File: src/rtl/div_ctrl_if.sv
// Handshake, result and divider-core bundle for div_ctrl.
// slave: the controller side; master: producer/consumer/core side.
interface div_ctrl_if #(
    parameter int N_BITS = 32
);
    logic              flush_i;
    logic              in_valid_i;
    logic              in_ready_o;
    logic              signed_i;
    logic [N_BITS-1:0] n_i;
    logic [N_BITS-1:0] d_i;
    logic              out_valid_o;
    logic              out_ready_i;
    logic [N_BITS-1:0] q_o;
    logic [N_BITS-1:0] r_o;
    logic              err_o;
    logic              core_en_o;
    logic [N_BITS-1:0] core_n_o;
    logic [N_BITS-1:0] core_d_o;
    logic [N_BITS-1:0] core_q_i;
    logic [N_BITS-1:0] core_r_i;
    logic              core_valid_i;

    modport slave (
        input  flush_i, in_valid_i, signed_i, n_i, d_i,
        input  out_ready_i, core_q_i, core_r_i, core_valid_i,
        output in_ready_o, out_valid_o, q_o, r_o, err_o,
        output core_en_o, core_n_o, core_d_o
    );

    modport master (
        output flush_i, in_valid_i, signed_i, n_i, d_i,
        output out_ready_i, core_q_i, core_r_i, core_valid_i,
        input  in_ready_o, out_valid_o, q_o, r_o, err_o,
        input  core_en_o, core_n_o, core_d_o
    );
endinterface

File: src/rtl/div_ctrl.sv
// Divider front/back-end: operand conditioning, core sequencing, sign fix-up.
// Optional signed support is compiled in with DIV_CTRL_SIGNED_EN.
module div_ctrl #(
    parameter int N_BITS   = 32,
    parameter int CORE_LAT = 16
) (
    input logic       clk_i,
    input logic       rst_n_i,
    div_ctrl_if.slave bus
);
    localparam int CW = $clog2(CORE_LAT + 2);
    localparam logic [N_BITS-1:0] MIN = {1'b1, {(N_BITS-1){1'b0}}};

    typedef enum logic [1:0] {IDLE, RUN, DRAIN, DONE} state_t;

    state_t            state, state_d;
    logic [CW-1:0]     cnt, cnt_d;
    logic              sign_q, sign_q_d;
    logic              sign_r, sign_r_d;
    logic [N_BITS-1:0] core_n, core_n_d;
    logic [N_BITS-1:0] core_d, core_d_d;
    logic [N_BITS-1:0] q, q_d;
    logic [N_BITS-1:0] r, r_d;
    logic              err, err_d;

    logic              sgn;
    logic              ovf;
    logic              neg_n, neg_d;
    logic [N_BITS-1:0] abs_n, abs_d;
    logic              d_zero;
    logic              timeout;

`ifdef DIV_CTRL_SIGNED_EN
    assign sgn = bus.signed_i;
    assign ovf = sgn && (bus.n_i == MIN) && (bus.d_i == '1);
`else
    logic unused_signed;
    assign unused_signed = bus.signed_i;
    assign sgn = 1'b0;
    assign ovf = 1'b0;
`endif

    assign neg_n   = sgn & bus.n_i[N_BITS-1];
    assign neg_d   = sgn & bus.d_i[N_BITS-1];
    assign abs_n   = neg_n ? -bus.n_i : bus.n_i;
    assign abs_d   = neg_d ? -bus.d_i : bus.d_i;
    assign d_zero  = (bus.d_i == '0);
    assign timeout = (cnt == CW'(CORE_LAT));

    always_ff @(posedge clk_i or negedge rst_n_i) begin
        if (!rst_n_i) state <= IDLE;
        else          state <= state_d;
    end

    always_ff @(posedge clk_i or negedge rst_n_i) begin
        if (!rst_n_i) begin
            cnt    <= '0;
            sign_q <= 1'b0;
            sign_r <= 1'b0;
            core_n <= '0;
            core_d <= '0;
            q      <= '0;
            r      <= '0;
            err    <= 1'b0;
        end else begin
            cnt    <= cnt_d;
            sign_q <= sign_q_d;
            sign_r <= sign_r_d;
            core_n <= core_n_d;
            core_d <= core_d_d;
            q      <= q_d;
            r      <= r_d;
            err    <= err_d;
        end
    end

    always_comb begin
        state_d  = state;
        cnt_d    = cnt;
        sign_q_d = sign_q;
        sign_r_d = sign_r;
        core_n_d = core_n;
        core_d_d = core_d;
        q_d      = q;
        r_d      = r;
        err_d    = err;
        unique case (state)
            IDLE: begin
                if (bus.in_valid_i && !bus.flush_i) begin
                    sign_q_d = neg_n ^ neg_d;
                    sign_r_d = neg_n;
                    core_n_d = abs_n;
                    core_d_d = abs_d;
                    err_d    = 1'b0;
                    cnt_d    = '0;
                    if (d_zero) begin
                        q_d     = '1;
                        r_d     = bus.n_i;
                        state_d = DONE;
                    end else if (ovf) begin
                        q_d     = MIN;
                        r_d     = '0;
                        state_d = DONE;
                    end else begin
                        state_d = RUN;
                    end
                end
            end
            RUN: begin
                cnt_d = cnt + 1'b1;
                if (bus.flush_i) begin
                    // keep the core enabled until it returns so it restarts clean
                    cnt_d   = '0;
                    state_d = bus.core_valid_i ? IDLE : DRAIN;
                end else if (bus.core_valid_i) begin
                    q_d     = sign_q ? -bus.core_q_i : bus.core_q_i;
                    r_d     = sign_r ? -bus.core_r_i : bus.core_r_i;
                    state_d = DONE;
                end else if (timeout) begin
                    q_d     = '0;
                    r_d     = '0;
                    err_d   = 1'b1;
                    state_d = DONE;
                end
            end
            DRAIN: begin
                cnt_d = cnt + 1'b1;
                if (bus.core_valid_i || timeout) state_d = IDLE;
            end
            DONE: begin
                if (bus.flush_i || bus.out_ready_i) state_d = IDLE;
            end
            default: state_d = IDLE;
        endcase
    end

    assign bus.in_ready_o  = (state == IDLE);
    assign bus.out_valid_o = (state == DONE);
    assign bus.core_en_o   = (state == RUN) || (state == DRAIN);
    assign bus.core_n_o    = core_n;
    assign bus.core_d_o    = core_d;
    assign bus.q_o         = q;
    assign bus.r_o         = r;
    assign bus.err_o       = err;
endmodule
File: src/flat_wrapper.sv
// flat-port wrapper written by rule: the top's interface ports become plain ports
module div_ctrl_flat 
#(
    parameter int N_BITS   = 32,
    parameter int CORE_LAT = 16
)
  (clk_i, rst_n_i, bus_flush_i, bus_in_valid_i, bus_signed_i, bus_n_i, bus_d_i, bus_out_ready_i, bus_core_q_i, bus_core_r_i, bus_core_valid_i, bus_in_ready_o, bus_out_valid_o, bus_q_o, bus_r_o, bus_err_o, bus_core_en_o, bus_core_n_o, bus_core_d_o);
  div_ctrl_if #(.N_BITS(N_BITS)) bus_i ();
  input logic clk_i;
  input logic rst_n_i;
  input wire logic [$bits(bus_i.flush_i)-1:0] bus_flush_i;
  input wire logic [$bits(bus_i.in_valid_i)-1:0] bus_in_valid_i;
  input wire logic [$bits(bus_i.signed_i)-1:0] bus_signed_i;
  input wire logic [$bits(bus_i.n_i)-1:0] bus_n_i;
  input wire logic [$bits(bus_i.d_i)-1:0] bus_d_i;
  input wire logic [$bits(bus_i.out_ready_i)-1:0] bus_out_ready_i;
  input wire logic [$bits(bus_i.core_q_i)-1:0] bus_core_q_i;
  input wire logic [$bits(bus_i.core_r_i)-1:0] bus_core_r_i;
  input wire logic [$bits(bus_i.core_valid_i)-1:0] bus_core_valid_i;
  output wire logic [$bits(bus_i.in_ready_o)-1:0] bus_in_ready_o;
  output wire logic [$bits(bus_i.out_valid_o)-1:0] bus_out_valid_o;
  output wire logic [$bits(bus_i.q_o)-1:0] bus_q_o;
  output wire logic [$bits(bus_i.r_o)-1:0] bus_r_o;
  output wire logic [$bits(bus_i.err_o)-1:0] bus_err_o;
  output wire logic [$bits(bus_i.core_en_o)-1:0] bus_core_en_o;
  output wire logic [$bits(bus_i.core_n_o)-1:0] bus_core_n_o;
  output wire logic [$bits(bus_i.core_d_o)-1:0] bus_core_d_o;
  assign bus_i.flush_i = bus_flush_i;
  assign bus_i.in_valid_i = bus_in_valid_i;
  assign bus_i.signed_i = bus_signed_i;
  assign bus_i.n_i = bus_n_i;
  assign bus_i.d_i = bus_d_i;
  assign bus_i.out_ready_i = bus_out_ready_i;
  assign bus_i.core_q_i = bus_core_q_i;
  assign bus_i.core_r_i = bus_core_r_i;
  assign bus_i.core_valid_i = bus_core_valid_i;
  assign bus_in_ready_o = bus_i.in_ready_o;
  assign bus_out_valid_o = bus_i.out_valid_o;
  assign bus_q_o = bus_i.q_o;
  assign bus_r_o = bus_i.r_o;
  assign bus_err_o = bus_i.err_o;
  assign bus_core_en_o = bus_i.core_en_o;
  assign bus_core_n_o = bus_i.core_n_o;
  assign bus_core_d_o = bus_i.core_d_o;
  div_ctrl #(.N_BITS(N_BITS), .CORE_LAT(CORE_LAT)) u_core (.clk_i(clk_i), .rst_n_i(rst_n_i), .bus(bus_i));
endmodule
File: config.mk
export PLATFORM = sky130hd
export DESIGN_NAME = div_ctrl_flat
export DESIGN_NICKNAME = d
export VERILOG_FILES = /design/src/rtl/div_ctrl_if.sv /design/src/rtl/div_ctrl.sv /design/src/flat_wrapper.sv
export SDC_FILE = /design/constraint.sdc
export NUM_CORES = 1
export LEC_CHECK = 0
export ABC_AREA = 1
export CAP_MARGIN = 15
export CORE_MARGIN = 5
export CORE_UTILIZATION = 39
export DETAILED_ROUTE_END_ITERATION = 8
export PLACE_DENSITY = 0.84
export SYNTH_ARGS = -nofsm -noshare
export SYNTH_HDL_FRONTEND = slang
export SYNTH_SLANG_ARGS = --single-unit
File: constraint.sdc
create_clock -name clk_i -period 1.6 [get_ports clk_i]
set_input_delay 0.24 -clock clk_i [delete_from_list [all_inputs] [get_ports clk_i]]
set_output_delay 0.24 -clock clk_i [all_outputs]
set_load 0.01 [all_outputs]
# After elaboration in Yosys (flattened, before gate mapping)
# Index checks and enable logic that the tools add are counted.
classes:
  n_mul: 0
  addsub: 1
  n_div: 0
  n_lt_le_gt_ge: 0
  n_bitwise: 0
  reduce_logical: 14
  n_shift: 0
  n_mux: 28
  eq_ne: 13
op_table:
  columns: ["op", "n"]
  rows:
  - ["$mux W32", 9]
  - ["$pmux W32 S2", 2]
  - ["$logic_not A32 Y1", 1]
  - ["$mux W2", 8]
  - ["$pmux W5 S3", 1]
  - ["$mux W5", 2]
  - ["$ne A2 B1 Y1 const B", 5]
  - ["$reduce_and A5 Y1", 2]
  - ["$pmux W2 S4", 1]
  - ["$add A5 B1 Y5 const B", 1]
  - ["$eq A5 B5 Y1 const B", 1]
  - ["$eq A2 B2 Y1 const B", 2]
  - ["$mux W1", 4]
  - ["$ne A2 B2 Y1 const B", 2]
  - ["$ne A4 B3 Y1 const B", 1]
  - ["$reduce_and A2 Y1", 2]
  - ["$reduce_and A4 Y1", 1]
  - ["$logic_or A1 B1 Y1", 3]
  - ["$ne A3 B2 Y1 const B", 1]
  - ["$reduce_bool A3 Y1", 1]
  - ["$eq A2 B1 Y1 const B", 1]
  - ["$logic_not A2 Y1", 1]
  - ["$pmux W1 S2", 1]
  - ["$reduce_bool A2 Y1", 1]
  - ["2 further kinds", 2]
totals:
  latch_bits: 0
  elab_cells: 63
  romBits: 0
  output_inout_bits: 132
  mem_bits_rw: 0
  mem_count: 0
  ff_bits: 136
  inputBits: 135

# Longest topological paths before layout
# Gate-level depths: netlist of run 1.
depth:
  word_depth: 5
  ltp_mapped: 10
  mapped_depth_nobuf: 9

# Worst setup path after synthesis of run 1
# OpenSTA, ideal clock, no wires.
synth_timing:
  path_type: "register -> register"
  start: "register u_core.state[0]"
  end: "register u_core.q[0], in the netlist u_core.bus.q_o[0]"
  setup_time_ns: 0.117
  period_less_slack_ns: 1.763
  n_path_buf: 1
  setup_slack_ns: -0.163
  t_required_ns: 1.483
  path_stages_with_launch: 11
  t_arrival_ns: 1.647
  path_cell_list: "dfrtp_1 inv_1 ha_1 inv_1 o21a_1 nor2_1 o21a_2 nand2_2 buf_6 nand2_1 nand2_1"
synth_via:
  elab_chain_len: 3
  elab_cells_between_ends: 9
  classes_between: "eq/ne: 5; mux: 1; reduce/logical: 3"
synth_rtl:
  columns: ["item", "line_no", "rtl"]
  rows:
  - ["start, declared", "div_ctrl.sv:16", "state_t state, state_d;"]
  - ["start signal, assigned", "div_ctrl.sv:52", "else state <= state_d;"]
  - ["$logic_not A2 Y1 (*)", null, null]
  - ["net bus_in_ready_o", "flat_wrapper.sv:20", "output wire logic [$bits(bus_i.in_ready_o)-1:0] bus_in_ready_o;"]
  - ["$ne A2 B1 Y1 (no line) / $reduce_bool A2 Y1 (equally long branches)", null, null]
  - ["$reduce_and A5 Y1 (no line)", null, null]
  - ["end signal, assigned", "div_ctrl.sv:71", "q <= q_d;"]
  - ["end, declared", "div_ctrl.sv:22", "logic [N_BITS-1:0] q, q_d;"]
# Mark *: on every way through the listed nets, which the timed path passes. The rest lies on a longest branch.
# A chain may end at the register's enable or synchronous reset.

# Final worst setup path of run 1
layout_timing:
  start: "register u_core.state[0]"
  end: "register u_core.q[21], in the netlist u_core.bus.q_o[21]"
layout_via:
  elab_chain_len: 3
  elab_cells_between_ends: 9
  classes_between: "eq/ne: 5; mux: 1; reduce/logical: 3"
layout_rtl:
  columns: ["item", "line_no", "rtl"]
  rows:
  - ["$eq A2 B1 Y1 / $logic_not A2 Y1 (equally long branches)", "div_ctrl.sv:87", "unique case (state)"]
  - ["$ne A3 B2 Y1 (no line) (tied with other cells)", null, null]
  - ["$reduce_and A5 Y1 (no line)", null, null]
# Parallel ways exist; a longest one is shown, timed or not.

==> metrics.yaml, run 1 <==
status: "finished with violations"
violations: "setup timing"
antenna_found_initial: 0
stdcell_count: 1275
cts-root-buf: "clkbuf_16"
grt_pass1_wl_um: 32700
grt_overflow: 0
critical_path_class: "flop to flop"
cts_max_level: 4
setup_ws_ns: -0.240
yosys.cell_types.count: 23
hold_class: "primary input to asynchronous set/reset pin"
track_usage: 0.225
pin_count: 267
die_w_um: 137
synth_top_cell_by_area: "dfrtp_1"
grt_pass1_vias: 6302
nFillCells: 1113
synth.top_cell.area_share: 0.539
setup_violations: 132
drive_gt1_frac: 0.201
cp.required_ns: 1.94
multi_input_area_um2: 2810
yosysWarnings: 0
area_delta_synth_final_pct: 75.7
p_leak_uw: 0.00588
die_h_um: 137
syn_area_um2: 6310
clock_skew_ns: 0.0122
cts_buffer_depth: 2
slew_headroom: 0.735
diodes: 0
num_vias: 6544
tns_ns: -18.83
worst_setup_path_end_kind: "flop"
final_cell_mix: "nand2_1 (218), clkdlybuf4s50_1 (191), dfrtp_1 (136), nand3_1 (99), dlymetal6s2s_1 (63)"
wl_per_cell_um: 19.1
synth_edf_count: 0
regArea_um2: 3400
start_util: 0.398
dr.pass1.iters: 5
period_needed_ns: 1.84
cp_max_fo: 10
slew_viol_final: 0
cts.sinks: 136
clk_latency_ns: 0.41
hpwlAfterDp_um: 14500
async_flop_share: 1.00
synth_area_per_cell_um2: 8.59
die_area_um2: 18800
grt_max_degree: 63
core_area_um2: 15900
hold_viol_final: 0
pre_cts_slack_ns: -0.392
drtIter0Drc: 495
powerDensity_nw_per_um2: 1950
grt_setup_unrepaired: "true"
startpoint_type: "flop"
synth_nets: 877
timing.fmax_mhz: 543
totalWireLength_um: 24400
worstPathArrival_ns: 2.18
tightest_slew_ns: 0.398
gp_congestion: 0.791
nets: 1189
rrSetupSlack_ns: -0.24
maxCapViolations: 0
vias_per_cell: 5.13
place_inst: 1207
ys_seq_area_frac: 0.539
postSynthCellCount: 735
place_area_um2: 9460
rows: 46
port_buffers: 265
final_common_cell: "nand2_1"
ys_ff_latch: 136
clkTransAtPathRegs_ns: 0.06
ir_worst_vdd_uv: 996
fin_area_um2: 11100
synth_ff_type: "dfrtp_1"
post-route-period-util: 1.15
drc: 0
yosys-top-cells-area: "dfrtp_1 (54%), nand2_1 (15%), nand3_1 (7.9%), o21ai_0 (5.4%), mux2_2 (5.3%)"
numCtsBuffers: 17
ant_nets: 0
cts_tree: "done"
[synthesized netlist by cell type, types with 2 or more instances]
cell and n:
nand2_1 251, dfrtp_1 136, nand3_1 100, o21ai_0 68
inv_1 48, mux2_2 30, nor2_1 29, clkbuf_1 18
buf_6 14, buf_2 12, a21oi_1 7, ha_1 7
buf_1 3, nor3_1 2, nor3b_1 2
[power breakdown]
group	switching, uW	internal [uW]
clock	1470	2030
combinational	5920	6160
sequential	1010	5090
[through the flow]
| step | power (uW) | hold slack [ns] | util |
|---|---|---|---|
| 6_report | 21700 | 0.328 | 0.699 |
| 3_3_place_gp | 15800 | 0.172 | 0.595 |
| 2_1_floorplan | 11000 | -0.0556 | - |
| 4_1_cts | 20300 | 0.319 | 0.640 |
| 5_1_grt | 22900 | 0.344 | 0.699 |
| 3_5_place_dp | 16100 | 0.174 | 0.595 |
[sequential cells by signal (all words and copies together) (netlist names)]
name / cells
u_core.bus.err_o: 1
u_core.cnt: 5
u_core.bus.r_o: 32
u_core.bus.q_o: 32
u_core.state: 2
u_core.bus.core_n_o: 32
u_core.bus.core_d_o: 32
[layer usage]
| metal | up-vias | global-route usage | routed length, um |
|---|---|---|---|
| met1 | 3138 | 0.265 | 8960 |
| met4 | 0 | 0.0965 | 977 |
| met3 | 69 | 0.0705 | 1980 |
| met2 | 337 | 0.380 | 12500 |
| met5 | - | 0 | 0 |
| li1 | 3000 | - | - |
[path summary, 6_finish.rpt]
| path | startpoint | to | cells past startpoint |
|---|---|---|---|
| min in group clk_i | bus_n_i[7] | u_core.bus.core_n_o[7] | 3 |
| min | rst_n_i | u_core.bus.core_n_o[0] | 2 |
| min reg2reg | u_core.bus.r_o[23] | u_core.bus.r_o[23] | 2 |
| max reg2reg | u_core.state[0] | u_core.bus.q_o[21] | 9 |
| max | u_core.state[0] | u_core.bus.q_o[21] | 9 |
| max in group asynchronous | rst_n_i | u_core.bus.q_o[0] | 3 |
[layout make-up]
type                       instances  area share
timing repair buffer             341       0.353
sequential                       136       0.307
multi-input combinational        503       0.253
clock buffer                      22      0.0418
tap                              216      0.0244
inverter                          48      0.0162
clock inverter                     9     0.00474
[critical path, stage by stage (launching register included)]
cell and delay (ns):
dfrtp_1 0.42, buf_6 0.14, ha_4 0.16, o21a_1 0.18, nor2_2 0.15, o21a_4 0.19, buf_6 0.16, buf_12 0.14
nand3_1 0.10, nand2_2 0.11
[cells by family (layout without fill, tap and decap cells)]
logic type,after synthesis,in the layout,share of synthesized area
AO/OA/AOI/OAI,79,79,0.0642
flip-flops,136,136,0.539
AND/OR/NAND/NOR,387,387,0.253
multiplexers,30,30,0.0535
adder cells (fa/ha/maj),7,7,0.0139
buffers and inverters,96,420,0.0767
[timing repair]
action,CTS,global route
hold buffers,1,0
pin swaps,4,5
hold endpoints to repair,29,0
gates resized for setup,33,191
setup buffers,4,15
gates cloned,4,14
setup endpoints to repair,83,170
(Power assumes the default switching activity.)
==> run 2, diff against run 1 <==
CORE_MARGIN = 1   (was 5)
==> metrics.yaml, run 2 (synthesis results as in run 1) <==
dr.pass1.iters: 7
setup_ws_ns: -0.178
r2r_cells: 9
place_inst: 1211
cts_tree: "done"
slew_headroom: 0.667
grt_overflow: 0
grt_setup_unrepaired: "true"
drtIter0Drc: 307
hpwlAfterDp_um: 13800
maxCapViolations: 0
worstReg2RegEnd: "u_core.bus.r_o[23]"
antenna_found_initial: 0
status: "finished with violations"
critical_path_class: "flop to flop"
worstPathArrival_ns: 2.14
grt_pass1_vias: 6380
setup_violations: 70
tns_ns: -8.81
port_buffers: 265
tightest_slew_ns: 0.499
wl_per_cell_um: 16.9
cts_max_level: 4
clk_latency_ns: 0.42
die_h_um: 129
diodes: 0
nets: 1174
num_vias: 6329
rrSetupSlack_ns: -0.18
vias_per_cell: 5.02
start_util: 0.399
track_usage: 0.246
power_uw: 21900
slew_viol_final: 0
die_area_um2: 16700
clock_skew_ns: 0.00634
post-route-period-util: 1.11
drc: 0
grt_max_degree: 63
pin_count: 267
grt_pass1_wl_um: 31600
cts.sinks: 136
hold_class: "primary input to asynchronous set/reset pin"
ant_nets: 0
numCtsBuffers: 17
cts_buffer_depth: 2
totalWireLength_um: 21300
gp_congestion: 0.820
clkTransAtPathRegs_ns: 0.06
cp.required_ns: 1.96
rows: 46
final_common_cell: "nand2_1"
area_delta_synth_final_pct: 71.1
r2r-start: "u_core.state[0]"
hold_viol_final: 0
worst_setup_path_end_kind: "flop"
core_area_um2: 15800
drive_gt1_frac: 0.181
startpoint_type: "flop"
cts-root-buf: "clkbuf_16"
p_leak_uw: 0.00560
powerDensity_nw_per_um2: 2030
timing.fmax_mhz: 562
cp_max_fo: 8
period_needed_ns: 1.78
final_cell_mix: "nand2_1 (225), clkdlybuf4s50_1 (199), dfrtp_1 (136), nand3_1 (84), o21ai_0 (66)"
die_w_um: 129
ir_worst_vdd_uv: 991
stdcell_count: 1261
violations: "setup timing"
[run 2: area by class of cell]
class / instances / area (um^2)
fillers: 1200 / 5030
repair buffers: 326 / 3570
flip-flops and latches: 136 / 3400
multi-input cells: 503 / 2760
clock buffers: 21 / 470
well taps: 216 / 270
inverters: 48 / 180
clock inverters: 11 / 146
[run 2: worst max-delay path by stage]
stage | endpoint | depth (start not counted) | start
2_1_floorplan | u_core.bus.q_o[0] | 10 | u_core.state[0]
3_3_place_gp | u_core.bus.q_o[4] | 9 | bus_d_i[25]
3_5_place_dp | u_core.bus.r_o[30] | 9 | bus_d_i[25]
4_1_cts | u_core.bus.r_o[19] | 9 | u_core.state[0]
5_1_grt | u_core.bus.r_o[23] | 9 | u_core.state[0]
6_report | u_core.bus.r_o[23] | 9 | u_core.state[0]
[run 2: critical path, stage by stage (launching register included)]
cell and delay, ns:
dfrtp_1 0.40, buf_6 0.13, ha_4 0.16, o21a_1 0.19, nor2_4 0.11, o21a_4 0.20, buf_8 0.16, clkbuf_16 0.16
nand3_1 0.09, nand2_1 0.10
[run 2: through the flow]
step / area, um^2 / utilization / worst slack (ns) / hold WS [ns]
6_report: 10800 / 0.682 / -0.178 / 0.324
5_1_grt: 10800 / 0.682 / -0.267 / 0.354
4_1_cts: 10200 / 0.645 / -0.142 / 0.334
3_5_place_dp: 9440 / 0.596 / -0.432 / 0.213
3_3_place_gp: 9440 / 0.596 / -0.357 / 0.206
2_1_floorplan: 6350 / - / -0.0438 / -0.0556
[run 2: power by group]
group / internal [uW] / switching [uW]
combinational: 5970 / 5820
clock: 2570 / 1490
sequential: 5090 / 941
[run 2: timing repair]
action / CTS / global route
hold buffers: 1 / 0
gates resized for setup: 33 / 129
endpoints found under the setup margin: 77 / 124
setup buffers: 5 / 4
pin swaps: 1 / 19
gates cloned: 3 / 6
endpoints found under the hold margin: 37 / 0
[run 2: layer usage]
| metal | global-route usage | part of all wire | vias to the layer above |
|---|---|---|---|
| met5 | 0 | 0 | - |
| met3 | 0.0611 | 0.067 | 56 |
| met4 | 0.0948 | 0.031 | 0 |
| met2 | 0.438 | 0.51 | 263 |
| li1 | - | - | 2971 |
| met1 | 0.285 | 0.40 | 3039 |
==> run 3, diff against run 2 <==
RECOVER_POWER = 25   (was unset)
==> metrics.yaml, run 3 (synthesis results as in run 1) <==
status: "finished with violations"
violations: "setup timing"
die_area_um2: 16700
cts_max_level: 4
post-route-period-util: 1.11
final_common_cell: "nand2_1"
nets: 1174
cp_cell_sequence: "buf_6 > ha_4 > o21a_1 > nor2_4 > o21a_4 > buf_8 > clkbuf_16 > nand3_1 > nand2_1"
clock_skew_ns: 0.00662
grt_overflow: 0
grt_pass1_wl_um: 31600
ir_worst_vdd_uv: 990
pin_count: 267
drc: 0
tightest_slew_ns: 1.26
numCtsBuffers: 17
crit_slowest_cell: "dfrtp_1"
dr.pass1.iters: 5
start_util: 0.399
worst_setup_path_end_kind: "flop"
clk_latency_ns: 0.42
cts.sinks: 136
cts-root-buf: "clkbuf_16"
slew_headroom: 0.158
timing.fmax_mhz: 562
rows: 46
gp_congestion: 0.820
cts_buffer_depth: 2
drive_gt1_frac: 0.181
hpwlAfterDp_um: 13800
startpoint_type: "flop"
tns_ns: -9.12
setup_violations: 70
regArea_um2: 3400
vias_per_cell: 4.99
period_needed_ns: 1.78
num_vias: 6290
grt_max_degree: 63
cp_max_fo: 8
r2r-start: "u_core.state[0]"
critPathLaunch: "u_core.state[0]"
hold_viol_final: 0
ant_nets: 0
setup_ws_ns: -0.179
place_inst: 1211
hold_class: "primary input to flop"
wl_per_cell_um: 16.9
stdcell_count: 1261
antenna_found_initial: 0
port_buffers: 265
worstPathArrival_ns: 2.14
worst-path-buf-inv: 3
drtIter0Drc: 319
nFillCells: 1205
diodes: 0
cts_tree: "done"
area_delta_synth_final_pct: 70.7
cp.required_ns: 1.96
die_h_um: 129
die_w_um: 129
maxCapViolations: 0
final_cell_mix: "nand2_1 (225), clkdlybuf4s50_1 (199), dfrtp_1 (136), nand3_1 (84), o21ai_0 (66)"
slew_viol_final: 0
holdCritStartpoint: "bus_n_i[12]"
grt_pass1_vias: 6380
multi_input_area_um2: 2760
critical_path_class: "flop to flop"
clkTransAtPathRegs_ns: 0.06
totalWireLength_um: 21400
rrSetupSlack_ns: -0.18
grt_setup_unrepaired: "true"
p_leak_uw: 0.00560
powerDensity_nw_per_um2: 2030
critical-path-max-stage-delay_ns: 0.40
crit_family: "buffers and inverters"
track_usage: 0.246
core_area_um2: 15800
postLayoutCoreUtil: 0.681
## run 3: layout make-up
class                   instances  share of cell area
clock buffers                  21              0.0436
clock inverters                11              0.0136
inverters                      48              0.0167
multi-input cells             503               0.256
flip-flops and latches        136               0.316
well taps                     216              0.0251
repair buffers                326               0.330
## run 3: power breakdown
group	internal, uW	switching (uW)	leakage [uW]
clock network	2570	1490	0.000287
registers	5090	943	0.00168
logic	5960	5820	0.00363
total	13600	8260	0.00560
## run 3: final timing paths
kind,to,cells past startpoint
max in group asynchronous,u_core.bus.r_o[9],3
max,u_core.bus.r_o[23],9
max reg2reg,u_core.bus.r_o[23],9
min reg2reg,u_core.bus.r_o[28],2
min,u_core.bus.core_n_o[12],3
min in group asynchronous,u_core.bus.core_d_o[4],2
## run 3: worst register-to-register path: cells and delay by family (launching register included)
kind                     cells  cell delay [ns]
adder cells (fa/ha/maj)      1             0.16
AO/OA/AOI/OAI                2             0.39
AND/OR/NAND/NOR              3             0.30
flip-flops                   1             0.40
buffers and inverters        3             0.47
## run 3: per-layer routing
layer	vias to the layer above	part of all wire	track usage	wire length [um]
li1	2975	-	-	-
met1	3012	0.40	0.285	8480
met2	253	0.51	0.438	10800
met3	50	0.068	0.0611	1440
met4	0	0.029	0.0948	619
met5	-	0	0	0
## run 3: timing repair
action,4_1_cts,5_1_grt
endpoints found under the hold margin,37,0
pin swaps,1,19
resized for setup,33,129
endpoints found under the setup margin,77,124
cloned,3,6
hold buffers,1,0
buffers inserted,5,4
## run 3: per-stage QoR
step	area [um^2]	power, uW	hold WS (ns)	worst slack [ns]
CTS	10200	20700	0.334	-0.142
global route	10800	23100	0.408	-0.267
finish	10800	21900	0.392	-0.179
detailed placement	9440	16000	0.213	-0.432
floorplan	6350	11000	-0.0556	-0.0438
global placement	9440	15700	0.206	-0.357
